`src/rtl/p2p_link_pkg.sv`:
```
// ============================================================================
// Module      : p2p_link_pkg
// Description : Shared state encoding, counter width and index-width helper
//               for the point-to-point link arbiter.
// Revision    : 1.0 - initial release
// ============================================================================
`default_nettype none

package p2p_link_pkg;

  localparam logic [0:0] IDLE = 1'b0;
  localparam logic [0:0] WAIT = 1'b1;

  typedef enum logic [0:0] {
    ST_IDLE = IDLE,
    ST_WAIT = WAIT
  } state_t;

  localparam int CNT_W = 4;

  // Index width for owner/last; never below 1 so a 2-client build still has a bit.
  function automatic int clog2(input int n);
    int r;
    r = 1;
    for (int i = 1; i < 32; i++) begin
      if ((1 << i) < n) r = i + 1;
    end
    return r;
  endfunction

endpackage

`default_nettype wire

```
`src/rtl/p2p_rr_pick.sv`:
```
// ============================================================================
// Module      : p2p_rr_pick
// Description : Combinational round-robin picker; scans from last+1 upward.
// Revision    : 1.0 - initial release
// ============================================================================
`default_nettype none

module p2p_rr_pick
  import p2p_link_pkg::*;
#(
  parameter int NREQ  = 4,
  parameter int IDX_W = clog2(NREQ)
) (
  input  logic [NREQ-1:0]  i_req,
  input  logic [IDX_W-1:0] i_last,
  output logic [NREQ-1:0]  o_onehot,
  output logic [IDX_W-1:0] o_idx,
  output logic             o_valid
);

  int w_cand;

  always_comb begin
    o_onehot = '0;
    o_idx    = '0;
    o_valid  = 1'b0;
    w_cand   = 0;
    for (int i = 1; i <= NREQ; i++) begin
      w_cand = (int'(i_last) + i) % NREQ;
      if (!o_valid && i_req[w_cand]) begin
        o_valid          = 1'b1;
        o_onehot[w_cand] = 1'b1;
        o_idx            = IDX_W'(w_cand);
      end
    end
  end

endmodule

`default_nettype wire

```
`src/rtl/p2p_link_arbiter.sv`:
```
// ============================================================================
// Module      : p2p_link_arbiter
// Description : Round-robin sharing of one fixed-latency slave link among
//               NREQ clients; one outstanding transaction at a time.
// Revision    : 1.0 - initial release
// ============================================================================
`default_nettype none

module p2p_link_arbiter
  import p2p_link_pkg::*;
#(
  parameter int WIDTH   = 16,
  parameter int NREQ    = 4,
  parameter int LATENCY = 1
) (
  input  logic                  clock,
  input  logic                  reset,
  input  logic [NREQ-1:0]       req,
  input  logic [NREQ*WIDTH-1:0] req_data,
  output logic [NREQ-1:0]       gnt,
  output logic [NREQ-1:0]       rsp_valid,
  output logic [WIDTH-1:0]      rsp_data,
  output logic [WIDTH-1:0]      link_tx,
  input  logic [WIDTH-1:0]      link_rx,
  output logic                  busy
);

  localparam int IDX_W = clog2(NREQ);

  state_t             r_state,     w_state_nxt;
  logic [CNT_W-1:0]   r_cnt,       w_cnt_nxt;
  logic [IDX_W-1:0]   r_owner,     w_owner_nxt;
  logic [IDX_W-1:0]   r_last,      w_last_nxt;
  logic [NREQ-1:0]    r_gnt,       w_gnt_nxt;
  logic [NREQ-1:0]    r_rsp_valid, w_rsp_valid_nxt;
  logic [WIDTH-1:0]   r_rsp_data,  w_rsp_data_nxt;
  logic [WIDTH-1:0]   r_link_tx,   w_link_tx_nxt;

  logic [NREQ-1:0]    w_win_oh;
  logic [IDX_W-1:0]   w_win_idx;
  logic               w_win_vld;
  logic [WIDTH-1:0]   w_win_data;

  p2p_rr_pick #(
    .NREQ  (NREQ),
    .IDX_W (IDX_W)
  ) u_pick (
    .i_req    (req),
    .i_last   (r_last),
    .o_onehot (w_win_oh),
    .o_idx    (w_win_idx),
    .o_valid  (w_win_vld)
  );

  // One-hot mux keeps every slice index constant.
  always_comb begin
    w_win_data = '0;
    for (int k = 0; k < NREQ; k++) begin
      if (w_win_oh[k]) w_win_data = w_win_data | req_data[k*WIDTH +: WIDTH];
    end
  end

  always_comb begin
    w_state_nxt     = r_state;
    w_cnt_nxt       = r_cnt;
    w_owner_nxt     = r_owner;
    w_last_nxt      = r_last;
    w_gnt_nxt       = '0;
    w_rsp_valid_nxt = '0;
    w_rsp_data_nxt  = r_rsp_data;
    w_link_tx_nxt   = r_link_tx;
    case (r_state)
      ST_IDLE: begin
        if (w_win_vld) begin
          w_gnt_nxt     = w_win_oh;
          w_link_tx_nxt = w_win_data;
          w_owner_nxt   = w_win_idx;
          w_last_nxt    = w_win_idx;
          w_cnt_nxt     = CNT_W'(LATENCY);
          w_state_nxt   = ST_WAIT;
        end
      end
      ST_WAIT: begin
        if (r_cnt != '0) begin
          w_cnt_nxt = r_cnt - 1'b1;
        end else begin
          w_rsp_data_nxt           = link_rx;
          w_rsp_valid_nxt[r_owner] = 1'b1;
          w_state_nxt              = ST_IDLE;
        end
      end
      default: w_state_nxt = ST_IDLE;
    endcase
  end

  always_ff @(posedge clock or posedge reset) begin
    if (reset) begin
      r_state     <= ST_IDLE;
      r_cnt       <= '0;
      r_owner     <= '0;
      r_last      <= IDX_W'(NREQ - 1);
      r_gnt       <= '0;
      r_rsp_valid <= '0;
      r_rsp_data  <= '0;
      r_link_tx   <= '0;
    end else begin
      r_state     <= w_state_nxt;
      r_cnt       <= w_cnt_nxt;
      r_owner     <= w_owner_nxt;
      r_last      <= w_last_nxt;
      r_gnt       <= w_gnt_nxt;
      r_rsp_valid <= w_rsp_valid_nxt;
      r_rsp_data  <= w_rsp_data_nxt;
      r_link_tx   <= w_link_tx_nxt;
    end
  end

  assign gnt       = r_gnt;
  assign rsp_valid = r_rsp_valid;
  assign rsp_data  = r_rsp_data;
  assign link_tx   = r_link_tx;
  assign busy      = (r_state == ST_WAIT);

endmodule

`default_nettype wire

```
`config.mk`:
```
export PLATFORM = sky130hd
export DESIGN_NAME = p2p_link_arbiter
export DESIGN_NICKNAME = d
export VERILOG_FILES = /design/src/rtl/p2p_link_pkg.sv /design/src/rtl/p2p_rr_pick.sv /design/src/rtl/p2p_link_arbiter.sv
export SDC_FILE = /design/constraint.sdc
export NUM_CORES = 1
export LEC_CHECK = 0
export CAP_MARGIN = 20
export CORE_ASPECT_RATIO = 0.6
export CORE_MARGIN = 1
export CORE_UTILIZATION = 40
export CTS_BUF_LIST = sky130_fd_sc_hd__clkbuf_4 sky130_fd_sc_hd__clkbuf_8 sky130_fd_sc_hd__clkbuf_16
export DETAILED_ROUTE_END_ITERATION = 10
export MAX_ROUTING_LAYER = met4
export PLACE_DENSITY = 0.77
export SKIP_LAST_GASP = 1
export SYNTH_ARGS = -nofsm -noshare
export SYNTH_HDL_FRONTEND = slang
export SYNTH_SLANG_ARGS = --single-unit
```
`constraint.sdc`:
```
create_clock -name clock -period 2.85 [get_ports clock]
set_input_delay 0.4275 -clock clock [delete_from_list [all_inputs] [get_ports clock]]
set_output_delay 0.4275 -clock clock [all_outputs]
set_load 0.05 [all_outputs]
```
==> qor.csv <==
metric,value,unit
synth_top_area_share,38.0,%
ys_warn_count,0,
drt_iter0_drc,212,
yosys.cell_types.count,48,
sw_frac_of_total,49.3,%
stdcell_area,4820,um^2
globalRouteOverflowTotal,0,
final_common_cell,clkdlybuf4s50_1,
grt.total_usage,24.9,%
leakage,1.87,nW
outcome,completed,
syn_inst,305,
syn_avg_cell_area,10.4,um^2
drc,0,
portBuffers,126,
rrSetupSlack,0.15,ns
yosysSeqAreaShare,39.7,%
gp_congestion,0.889,
fin_crit_sh,94.8,%
p_seq_share,20.5,%
layout-drive-gt1-share,22.8,%
avgViaCountPerCell,5.71,
num_antenna_cells,0,
dr.pass1.iters,5,
io_pins,127,
hold_path.startpoint,r_owner[0]$_DFFE_PP0P_,
final_core_util,64.8,%
slew_viol_final,0,
post-route-min-period,2.70,ns
die-area,8270,um^2
async_flop_share,100,%
cts_root_buf,clkbuf_16,
fp.dieH,70.8,um
grt_first_pass_wirelength,15.4,mm
antenna_found_initial,0,
cap_violations,0,
max-slew-margin-rel,47.8,%
hpwl,7.31,mm
area_delta_synth_final,52.7,%
use_met2,39.0,%
crit_type,flop to flop,
wl_per_cell,17.9,um
min_path_type,flop to flop,
critPathLaunchType,flop,
end_kind,flop,
cp-startpoint,r_last[0]$_DFFE_PP1P_,
rsz0062_at_grt,false,
cts_buffer_depth,2,
wirelength,9.77,mm
ir_drop,502,uV
intPower,3.17,mW
clockPowerShare,9.6,%
core_area,7450,um^2
start_util,42.4,%
r2r_start,r_last[0]$_DFFE_PP1P_,
clkTransAtPathRegs,0.07,ns
final_cell_mix,"clkdlybuf4s50_1 (126), dfrtp_1 (48), o21ai_0 (38)",
final-hold-violation-count,0,
cp.arrival,2.91,ns
power.switching,3.09,mW
pwr-share-comb,69.9,%
synth_nets,399,
finalSetupViolCount,0,
fin_setup_tns,0,ns
p_total,6.26,mW
numCtsBuffers,5,
synth_edf_count,0,
grt_pass1_vias,3117,
fin_nets,536,
synth_flop_cell,dfrtp_1,
groute.layer.met1.usage,33.2,%
grtUsageMet3,5.57,%
synthTopCellsByArea,"dfrtp_1 (38%), mux2_2 (6.1%), o21ai_0 (6.0%), a21bo_2 (5.1%), a221oi_2 (4.8%)",
cts_tree,yes,
netlist_area,3160,um^2
power_density,1300,nW/um^2
post_dp_cell_area,4650,um^2
ant_nets,0,
clock_sinks,50,
yosysTopAreaCell,dfrtp_1,
grt_max_degree,33,
rows,24,
synth-seq-cells,50,
cp.required,3.06,ns
num_vias,3123,
max_freq,370,MHz
dieWidth,117,um
skew,0.00762,ns
worst_pin_slew,0.783,ns
top_usage_layer,met2,
crit_fanout,17,
htree_levels,2,
clock_latency,0.29,ns
[kinds of logic (layout without fill, tap and decap cells)]
logic type               after synthesis  after routing  synth area share, %
XOR/XNOR                               2              2                0.555
AO/OA/AOI/OAI                        124            124                 31.6
adder cells (fa/ha/maj)                8              8                 3.17
AND/OR/NAND/NOR                       68             68                 11.0
buffers and inverters                 33            171                 5.74
multiplexers                          20             20                 8.20
flip-flops                            50             50                 39.7
[area by class of cell]
cell class              count  area [um^2]
multi-input cells         222         1760
clock inverters             2         15.0
flip-flops and latches     50         1250
clock buffers               6          133
inverters                   9         33.8
repair buffers            154         1500
well taps                 104          130
fillers                   608         2620
[routing by layer]
layer	vias to the layer above	wire (um)	part of all wire [%]
met1	1512	4310	44
met3	11	931	9.5
met5	-	0	0
li1	1431	-	-
met2	169	4430	45
met4	0	88	0.90
[sequential cells by signal, indices dropped and copies added (netlist names)]
signal / flops
rsp_valid: 4
busy: 1
r_owner: 3
link_tx: 16
r_last: 2
r_cnt: 4
gnt: 4
rsp_data: 16
[synthesized netlist by cell type (6+ instances only)]
master / instances
mux2_2: 17
a21bo_2: 16
a31oi_1: 18
clkbuf_1: 12
ha_1: 8
dfrtp_1: 48
nand2_1: 15
a221oi_2: 10
a221oi_1: 9
buf_6: 6
a22oi_1: 16
nor2_1: 30
inv_1: 9
o21ai_0: 38
[worst max-delay path, stage by stage, from the launching register on]
cell and delay, ns:
dfstp_2 0.54, buf_4 0.21, mux4_2 0.60, buf_4 0.20
o21ai_2 0.63, o21ai_0 0.23, a31oi_1 0.21
[final timing paths]
check | depth (start not counted) | to
worst max-delay path | 6 | link_tx[0]$_DFFE_PP0P_
worst min-delay path | 1 | rsp_valid[0]$_DFF_PP0_
worst max register to register | 6 | link_tx[0]$_DFFE_PP0P_
worst min register to register | 1 | rsp_valid[0]$_DFF_PP0_
max in group asynchronous | 3 | rsp_data[8]$_DFFE_PP0P_
min in group asynchronous | 2 | link_tx[6]$_DFFE_PP0P_
[timing repair]
item                                    in CTS  in global routing
resized for setup                            0                  4
endpoints found under the setup margin       0                  8
setup buffers                                0                  0
hold buffers                                 0                  0
[stage by stage]
step,cells,hold slack [ns],worst slack [ns]
after floorplan,305,0.460,-0.0387
after global placement,539,0.482,-0.0181
after detailed placement,539,0.486,-0.0726
after CTS,547,0.495,0.0926
after global routing,547,0.522,0.00738
final,547,0.498,0.148
[power groups by stage]
stage | Combinational [mW] | Sequential (mW) | Clock, mW
CTS | 4.33 | 1.28 | 0.611
detailed placement | 4.33 | 1.29 | 0
floorplan | 2.02 | 2.21 | 0
global placement | 4.24 | 1.28 | 0
global route | 4.66 | 1.33 | 0.635
finish | 4.37 | 1.28 | 0.603
(Power assumes the default switching activity.)
